### src/rtl/timer_multi.sv
// Multi-channel programmable timer with shared ms/cs/ds/s/min prescaler.
// Optional TIMER_IRQ_MASK_EN adds irq_mask input and registered irq output.
module timer_multi #(
  parameter int NCH    = 2,
  parameter int CHW    = 1,
  parameter int THR_W  = 4,
  parameter int MS_DIV = 20000
) (
  input  logic             clk,
  input  logic             reset,
`ifdef TIMER_IRQ_MASK_EN
  input  logic [NCH-1:0]   irq_mask,
  output logic             irq,
`endif
  input  logic             wr_en,
  input  logic [CHW-1:0]   wr_ch,
  input  logic [2:0]       wr_base,
  input  logic [THR_W-1:0] wr_umbral,
  input  logic             wr_periodic,
  input  logic             wr_start,
  input  logic             stop_en,
  input  logic [CHW-1:0]   stop_ch,
  input  logic             ack_en,
  input  logic [CHW-1:0]   ack_ch,
  output logic [NCH-1:0]   out_timer,
  output logic [NCH-1:0]   pending,
  output logic [NCH-1:0]   running
);

  localparam int PW = (MS_DIV > 1) ? $clog2(MS_DIV) : 1;

  typedef enum logic {
    IDLE = 1'b0,
    RUN  = 1'b1
  } st_t;

  logic [PW-1:0] r_pcnt;
  logic [3:0]    r_ms10;
  logic [3:0]    r_cs10;
  logic [3:0]    r_ds10;
  logic [5:0]    r_s60;

  logic          w_ms;
  logic          w_cs;
  logic          w_ds;
  logic          w_s;
  logic          w_min;
  logic [7:0]    w_tv;

  assign w_ms  = (r_pcnt == PW'(MS_DIV - 1));
  assign w_cs  = w_ms & (r_ms10 == 4'd9);
  assign w_ds  = w_cs & (r_cs10 == 4'd9);
  assign w_s   = w_ds & (r_ds10 == 4'd9);
  assign w_min = w_s & (r_s60 == 6'd59);
  // indexed directly by the base code; codes 5..7 select a dead tick
  assign w_tv  = {3'b000, w_ms, w_cs, w_ds, w_s, w_min};

  always_ff @(posedge clk or negedge reset) begin
    if (!reset) begin
      r_pcnt <= '0;
      r_ms10 <= '0;
      r_cs10 <= '0;
      r_ds10 <= '0;
      r_s60  <= '0;
    end else begin
      r_pcnt <= w_ms ? '0 : r_pcnt + PW'(1);
      if (w_ms)
        r_ms10 <= (r_ms10 == 4'd9) ? 4'd0 : r_ms10 + 4'd1;
      if (w_cs)
        r_cs10 <= (r_cs10 == 4'd9) ? 4'd0 : r_cs10 + 4'd1;
      if (w_ds)
        r_ds10 <= (r_ds10 == 4'd9) ? 4'd0 : r_ds10 + 4'd1;
      if (w_s)
        r_s60 <= (r_s60 == 6'd59) ? 6'd0 : r_s60 + 6'd1;
    end
  end

  st_t              r_st  [NCH];
  st_t              w_nxt [NCH];
  logic [2:0]       r_base[NCH];
  logic [THR_W-1:0] r_umb [NCH];
  logic [THR_W-1:0] r_cnt [NCH];
  logic [NCH-1:0]   r_per;
  logic [NCH-1:0]   r_out;
  logic [NCH-1:0]   r_pend;

  logic [NCH-1:0]   w_tick;
  logic [NCH-1:0]   w_stop;
  logic [NCH-1:0]   w_wr;
  logic [NCH-1:0]   w_ack;
  logic [NCH-1:0]   w_hit;
  logic [NCH-1:0]   w_exp;
  logic             w_cfg_ok;

  assign w_cfg_ok = wr_start & (wr_base <= 3'd4) & (wr_umbral != '0);

  for (genvar g = 0; g < NCH; g++) begin : g_ch
    assign w_tick[g]  = w_tv[r_base[g]];
    assign w_stop[g]  = stop_en & (stop_ch == CHW'(g));
    // a stop on the same edge discards the write
    assign w_wr[g]    = wr_en & (wr_ch == CHW'(g)) & ~w_stop[g];
    assign w_ack[g]   = ack_en & (ack_ch == CHW'(g));
    assign w_hit[g]   = (r_st[g] == RUN) & w_tick[g]
                      & ((r_cnt[g] + THR_W'(1)) == r_umb[g]);
    assign w_exp[g]   = w_hit[g] & ~w_wr[g];
    assign running[g] = (r_st[g] == RUN);
  end

  always_comb begin
    for (int i = 0; i < NCH; i++) begin
      w_nxt[i] = r_st[i];
      if (w_stop[i])
        w_nxt[i] = IDLE;
      else if (w_wr[i])
        w_nxt[i] = w_cfg_ok ? RUN : IDLE;
      else if (w_hit[i] && !r_per[i])
        w_nxt[i] = IDLE;
    end
  end

  always_ff @(posedge clk or negedge reset) begin
    if (!reset) begin
      for (int i = 0; i < NCH; i++)
        r_st[i] <= IDLE;
    end else begin
      for (int i = 0; i < NCH; i++)
        r_st[i] <= w_nxt[i];
    end
  end

  always_ff @(posedge clk or negedge reset) begin
    if (!reset) begin
      for (int i = 0; i < NCH; i++) begin
        r_base[i] <= '0;
        r_umb[i]  <= '0;
        r_cnt[i]  <= '0;
      end
      r_per  <= '0;
      r_out  <= '0;
      r_pend <= '0;
    end else begin
      for (int i = 0; i < NCH; i++) begin
        if (w_stop[i]) begin
          r_cnt[i] <= '0;
        end else if (w_wr[i]) begin
          r_base[i] <= wr_base;
          r_umb[i]  <= wr_umbral;
          r_per[i]  <= wr_periodic;
          r_cnt[i]  <= '0;
        end else if (r_st[i] == RUN && w_tick[i]) begin
          r_cnt[i] <= w_hit[i] ? '0 : r_cnt[i] + THR_W'(1);
        end
        r_out[i] <= w_exp[i];
        if (w_exp[i])
          r_pend[i] <= 1'b1;
        else if (w_ack[i])
          r_pend[i] <= 1'b0;
      end
    end
  end

  assign out_timer = r_out;
  assign pending   = r_pend;

`ifdef TIMER_IRQ_MASK_EN
  logic r_irq;

  always_ff @(posedge clk or negedge reset) begin
    if (!reset)
      r_irq <= 1'b0;
    else
      r_irq <= |(r_pend & ~irq_mask);
  end

  assign irq = r_irq;
`endif

endmodule

### config.mk
export PLATFORM = sky130hd
export DESIGN_NAME = timer_multi
export DESIGN_NICKNAME = d
export VERILOG_FILES = /design/src/rtl/timer_multi.sv
export SDC_FILE = /design/constraint.sdc
export NUM_CORES = 1
export LEC_CHECK = 0
export ABC_AREA = 0
export CAP_MARGIN = 10
export CORE_UTILIZATION = 25
export DETAILED_ROUTE_END_ITERATION = 10
export GPL_TIMING_DRIVEN = 0
export HOLD_SLACK_MARGIN = 0.02
export MAX_ROUTING_LAYER = met4
export PLACE_DENSITY = 0.48
export SETUP_SLACK_MARGIN = 0.3
export SYNTH_ARGS = -nofsm -noshare
export SYNTH_HDL_FRONTEND = slang
export SYNTH_SLANG_ARGS = --single-unit
### constraint.sdc
create_clock -name clk -period 3.2 [get_ports clk]
set_input_delay 0.32 -clock clk [delete_from_list [all_inputs] [get_ports clk]]
set_output_delay 0.32 -clock clk [all_outputs]
set_load 0.01 [all_outputs]
==> impl_metrics.yaml, run 1 <==
worst_setup_path:
  rr_startpoint: "r_pcnt[6]"
  slowest_stage: "or4_4"
  path_buf_inv: 1
  r2r_end: "r_cnt[7]"
  slowest_delay_ps: 580
  cp-start-kind: "register"
  r2r_cells: 7
  path_class: "reg2reg"
  path_max_fanout: 10
  critPathArrivalTime_ps: 3030
  crit_top_cell: "or4_4"
  path_cells: "or4_4 > or4_4 > buf_6 > a2111oi_4 > o211ai_4 > or4_1 > a21boi_1"
  critPathTopFamily: "simple AND/OR/NAND/NOR gates"
  worstSetupEndpointType: "register"
  reg2reg_setup_slack_ps: 420
  crit_required_ps: 3450
floorplanning:
  die_w_um: 115
  io_pins: 23
  coreArea_um2: 12200
  fp.dieArea_um2: 13200
  dieHeight_um: 115
  start_util_pct: 26.1
  rows: 40
drt:
  drc: 0
  drt-initial-drc-count: 126
  post_drt_wl_per_cell_um: 12.9
  viasPerCell: 4.63
  vias: 2334
  first_pass_iters: 6
  ant_nets: 0
  maxUsedRoutingLayer: "met4"
  wl_mm: 6.50
  dr_wl_met2_mm: 2.93
  met3WireLength_um: 206
  wl_met1_mm: 3.19
yosys:
  synthFlopType: "dfrtp_1"
  seq_area_frac_synth_pct: 49.4
  synth_nets: 318
  synth.most_common_cell: "dfrtp_1"
  synthTopCellsByCount: "dfrtp_1, nand2_1, o21ai_0"
  synth_cells: 297
  ys_async_sr_fraction_pct: 100
  ys.warnings.count: 0
  synth_top_area_share_pct: 49.4
  syn_area_per_cell_um2: 10.7
  synth.largest_area_cell: "dfrtp_1"
  yosysUniqueCellTypes: 49
  netlist_area_um2: 3190
  synth_edf_count: 0
  synthTopCellsByArea: "dfrtp_1, mux2_2, xnor2_1, nand2_1, o21ai_0"
  synth_seq_cells: 63
global_route:
  grt_pass1_vias: 2388
  track_usage_pct: 11.4
  antenna_found_initial: 0
  grt_max_degree: 64
  grt.overflow.total: 0
  grt_pass1_wl_mm: 11.4
placement:
  io_buffers: 22
  dpl.cell_count: 487
  gp_congestion: 0.756
  hpwl_mm: 4.51
  pre_cts_slack_ps: 373
pwr:
  finalPower_w: 0.00193
  p_per_area_nw_per_um2: 493
  vdd_drop_max_mv: 0.241
  p_leak_nw: 1.61
clocking:
  cts.sink_count: 63
  cts_tree: "done"
  cts_buffer_depth: 2
  clkTransAtPathRegs_ps: 50
  worstSkewPairLatency_ps: 330
  cts_htree_levels: 3
  cts_buffers: 9
  cts_root_buffer: "clkbuf_16"
  cts_hold_buf: 0
final_layout:
  drive_above_1_share_pct: 14.3
  syn2layout_area_growth_pct: 23.0
  stdcell_count: 504
  fin_nets: 354
  fill_cells: 1274
  antenna_cells: 0
timing:
  period_minus_slack_ps: 2780
  clock.fmax_mhz: 360
  rsz0062_at_grt: "yes"
  tightestPinTransition_ps: 826
  finalCritPeriodShare_pct: 86.8
  setup_viol: 0
  hold_violations: 0
  slew_headroom_pct: 44.4
  fin_ws_ps: 424
  drv_slew: 0
  fin_skew_ps: 8.37
min_path:
  hold_path_class: "in2async"
run_status:
  status: "complete, no violations"
flow_run:
  cap_violations: 0
[cell usage in the layout (no fill, tap or decap), types with 3 or more instances in the layout]
master and count:
clkbuf_1 3, clkdlybuf4s50_1 21, and3_1 5, nor2_1 18, nand4_1 9, inv_1 7, mux2_2 16, o21ai_0 23
dfrtp_1 63, nor3_1 3, o211ai_1 3, a22o_1 3, nand2_1 32, or4_1 4, nor2b_1 5, ha_1 4
xor2_1 12, a21boi_1 3, nand3_1 18, buf_4 4, a21oi_1 3, nand2b_1 3, clkbuf_16 9, xnor2_1 18
a21o_1 5, nor3b_1 4
[power by group]
group	total, W	switching (W)	leakage, nW	internal (W)
sequential	0.000875	0.0000375	0.831	0.000838
clock	0.000883	0.000327	0.132	0.000556
combinational	0.000175	0.0000879	0.652	0.0000874
[worst reg2reg max path, cell delays in order, from the launching register on]
cell and delay (ps):
dfrtp_1 440, or4_4 580, or4_4 430, buf_6 170, a2111oi_4 300, o211ai_4 150
or4_1 490, a21boi_1 150
[per-stage QoR]
stage                     area (µm²)  setup TNS, ps  util (%)  hold slack [ps]
after floorplan                 3190              0         -             24.4
after global placement          3620         -27160      29.7              463
after detailed placement        3620              0      29.6              470
after CTS                       3880              0      31.8              131
after global routing            3930              0      32.1              163
final                           3930              0      32.1             72.5
[registers in the layout, indices dropped and copies added, names as in the netlist]
name and cells:
out_timer 2, pending 2, r_base 6, r_cnt 8
r_cs10 4, r_ds10 4, r_ms10 4, r_pcnt 15
r_per 2, r_s60 6, r_umb 8, running 2
[logic make-up after synthesis]
group	share of synthesized area, %
and+or+nand+nor	21.0
DFF	49.4
AOI/OAI and AO/OA	12.9
xor gates and xnor gates	8.23
muxes	5.64
buffers and inverters	1.29
adders and majority gates	1.57
[routing by layer]
layer,GRT usage (%),vias up
li1,-,1152
met3,3.90,14
met4,3.81,0
met1,14.4,1131
met2,17.1,37
met5,-,-
[area by class of cell]
| class | instances | area [µm²] | share of cell area (%) |
|---|---|---|---|
| multi-input combinational | 225 | 1590 | 40.5 |
| buffer | 2 | 15.0 | 0.383 |
| timing repair buffer | 25 | 240 | 6.12 |
| clock buffer | 13 | 260 | 6.63 |
| tap | 168 | 210 | 5.36 |
| clock inverter | 1 | 5.00 | 0.128 |
| inverter | 7 | 26.3 | 0.669 |
| sequential | 63 | 1580 | 40.2 |
[worst max-delay path by stage]
stage	startpoint	end	slack [ps]	cells past startpoint
4_1_cts	r_pcnt[6]	pending[0]	360	7
5_1_grt	r_pcnt[6]	r_cnt[7]	260	7
3_5_place_dp	r_pcnt[6]	pending[0]	370	7
2_1_floorplan	r_pcnt[6]	r_cnt[7]	600	7
6_report	r_pcnt[6]	r_cnt[7]	420	7
3_3_place_gp	reset	r_pcnt[6]	-440	1
[timing repair]
item / in CTS / in global routing
resized for setup: 0 / 3
buffers inserted: 0 / 3
endpoints found under the setup margin: 0 / 10
Power figures use the tool's default switching activity.
==> inputs of run 2 (changes only) <==
--- a/config.mk
+++ b/config.mk
@@ -13,6 +13,7 @@
 export HOLD_SLACK_MARGIN = 0.02
 export MAX_ROUTING_LAYER = met4
 export PLACE_DENSITY = 0.48
+export RECOVER_POWER = 50
 export SETUP_SLACK_MARGIN = 0.3
 export SYNTH_ARGS = -nofsm -noshare
 export SYNTH_HDL_FRONTEND = slang
==> impl_metrics.yaml, run 2 (same netlist as run 1, synthesis figures left out) <==
worst_setup_path:
  reg2reg_setup_slack_ps: 420
  slowest_stage: "or4_4"
  r2r_cells: 7
  r2r_end: "r_cnt[7]"
  crit_top_cell: "or4_4"
  critPathArrivalTime_ps: 3030
  startpoint: "r_pcnt[6]"
  path_max_fanout: 10
  worstSetupEndpointType: "register"
  path_buf_inv: 1
  cp-start-kind: "register"
  path_cells: "or4_4 > or4_4 > buf_6 > a2111oi_4 > o211ai_4 > or4_1 > a21boi_1"
  slowest_delay_ps: 580
  crit_required_ps: 3450
  rr_startpoint: "r_pcnt[6]"
  path_class: "reg2reg"
  critPathTopFamily: "simple AND/OR/NAND/NOR gates"
timing:
  tightestPinTransition_ps: 1610
  hold_violations: 0
  rsz0062_at_grt: "yes"
  slew_headroom_pct: -7.19
  period_minus_slack_ps: 2780
  fin_skew_ps: 8.08
  whs_ps: 383
  finalCritPeriodShare_pct: 86.8
  fin_ws_ps: 422
  drv_slew: 64
  setup_viol: 0
  clock.fmax_mhz: 360
drt:
  vias: 2343
  drc: 0
  wl_mm: 6.51
  post_drt_wl_per_cell_um: 12.9
  viasPerCell: 4.65
  ant_nets: 0
  first_pass_iters: 5
  drt-initial-drc-count: 126
final_layout:
  largest-register: "r_pcnt"
  largest_register_ff_count: 15
  antenna_cells: 0
  final_cell_mix: "dfrtp_1, nand2_1, o21ai_0"
  fill_cells: 1273
  stdcell_count: 504
  syn2layout_area_growth_pct: 22.9
  reg_top3: "r_pcnt x15, r_cnt x8, r_umb x8"
  fin_nets: 354
  drive_above_1_share_pct: 14.3
  layout_commonest_cell: "dfrtp_1"
clocking:
  cts.sink_count: 63
  cts_root_buffer: "clkbuf_16"
  worstSkewPairLatency_ps: 330
  clkTransAtPathRegs_ps: 50
  cts_tree: "done"
  cts_buffers: 9
  cts_buffer_depth: 2
  cts_hold_buf: 0
  cts_htree_levels: 3
global_route:
  grt_max_degree: 64
  antenna_found_initial: 0
  track_usage_pct: 11.4
  grt_pass1_wl_mm: 11.4
  grt.overflow.total: 0
  grt_pass1_vias: 2388
pwr:
  p_int_w: 0.00148
  swShare_pct: 23.4
  combPwrFrac_pct: 9.0
  p_clk_share_pct: 45.6
  finalPower_w: 0.00193
  vdd_drop_max_mv: 0.241
  p_leak_nw: 1.61
  p_seq_share_pct: 45.3
  power.switching_w: 0.000451
  p_per_area_nw_per_um2: 493
floorplanning:
  rows: 40
  io_pins: 23
  start_util_pct: 26.1
  coreArea_um2: 12200
  dieHeight_um: 115
  fp.dieArea_um2: 13200
  die_w_um: 115
run_status:
  violations: "capacitance limit, slew limit"
  status: "finished, violations left"
placement:
  dpl.cell_count: 487
  gp_congestion: 0.756
  io_buffers: 22
  pre_cts_slack_ps: 373
  hpwl_mm: 4.51
min_path:
  hold_path_class: "in2async"
flow_run:
  cap_violations: 1
==> run 2: cell types whose count changed in the layout (fill, tap and decap cells not counted) <==
cell,delta
buf_4,-1
clkbuf_2,+1
==> run 2: cell type report <==
cell class | instances | area [µm²] | share of cell area, %
multi-input combinational | 225 | 1590 | 40.6
sequential | 63 | 1580 | 40.2
clock buffer | 13 | 260 | 6.63
timing repair buffer | 25 | 238 | 6.06
tap | 168 | 210 | 5.36
inverter | 7 | 26.3 | 0.670
buffer | 2 | 15.0 | 0.383
clock inverter | 1 | 5.00 | 0.128
==> run 2: metal layers <==
layer | track usage [%] | routed length [µm] | up-vias
li1 | - | - | 1152
met1 | 14.4 | 3200 | 1138
met2 | 17.1 | 2940 | 39
met3 | 3.90 | 206 | 14
met4 | 3.81 | 165 | 0
met5 | - | 0 | -
==> run 2: per-stage QoR <==
step | instance area, µm² | util (%) | TNS, ps
finish | 3920 | 32.1 | 0
global route | 3920 | 32.1 | 0
CTS | 3880 | 31.8 | 0
detailed placement | 3620 | 29.6 | 0
global placement | 3620 | 29.7 | -27160
floorplan | 3190 | - | 0
==> run 2: how the worst max path moves through the flow <==
stage,cells after the start,end
global placement,1,r_pcnt[6]
floorplan,7,r_cnt[7]
finish,7,r_cnt[7]
detailed placement,7,pending[0]
global route,7,r_cnt[7]
CTS,7,pending[0]
==> run 2: power groups by stage <==
stage	logic, W	clock network [W]	registers, W
floorplan	0.000108	0	0.000879
CTS	0.000176	0.000906	0.000876
global placement	0.000172	0	0.000888
global route	0.000195	0.000943	0.000881
detailed placement	0.000175	0	0.000889
finish	0.000175	0.000882	0.000875
==> run 2: worst register-to-register path, cell delays in order (launching register included) <==
cell	delay [ps]
dfrtp_1	440
or4_4	580
or4_4	430
buf_6	170
a2111oi_4	300
o211ai_4	150
or4_1	490
a21boi_1	150
==> run 2: what timing repair did <==
action	CTS	global route
endpoints found under the setup margin	0	10
setup buffers	0	3
endpoints found under the hold margin	0	0
resized for setup	0	3
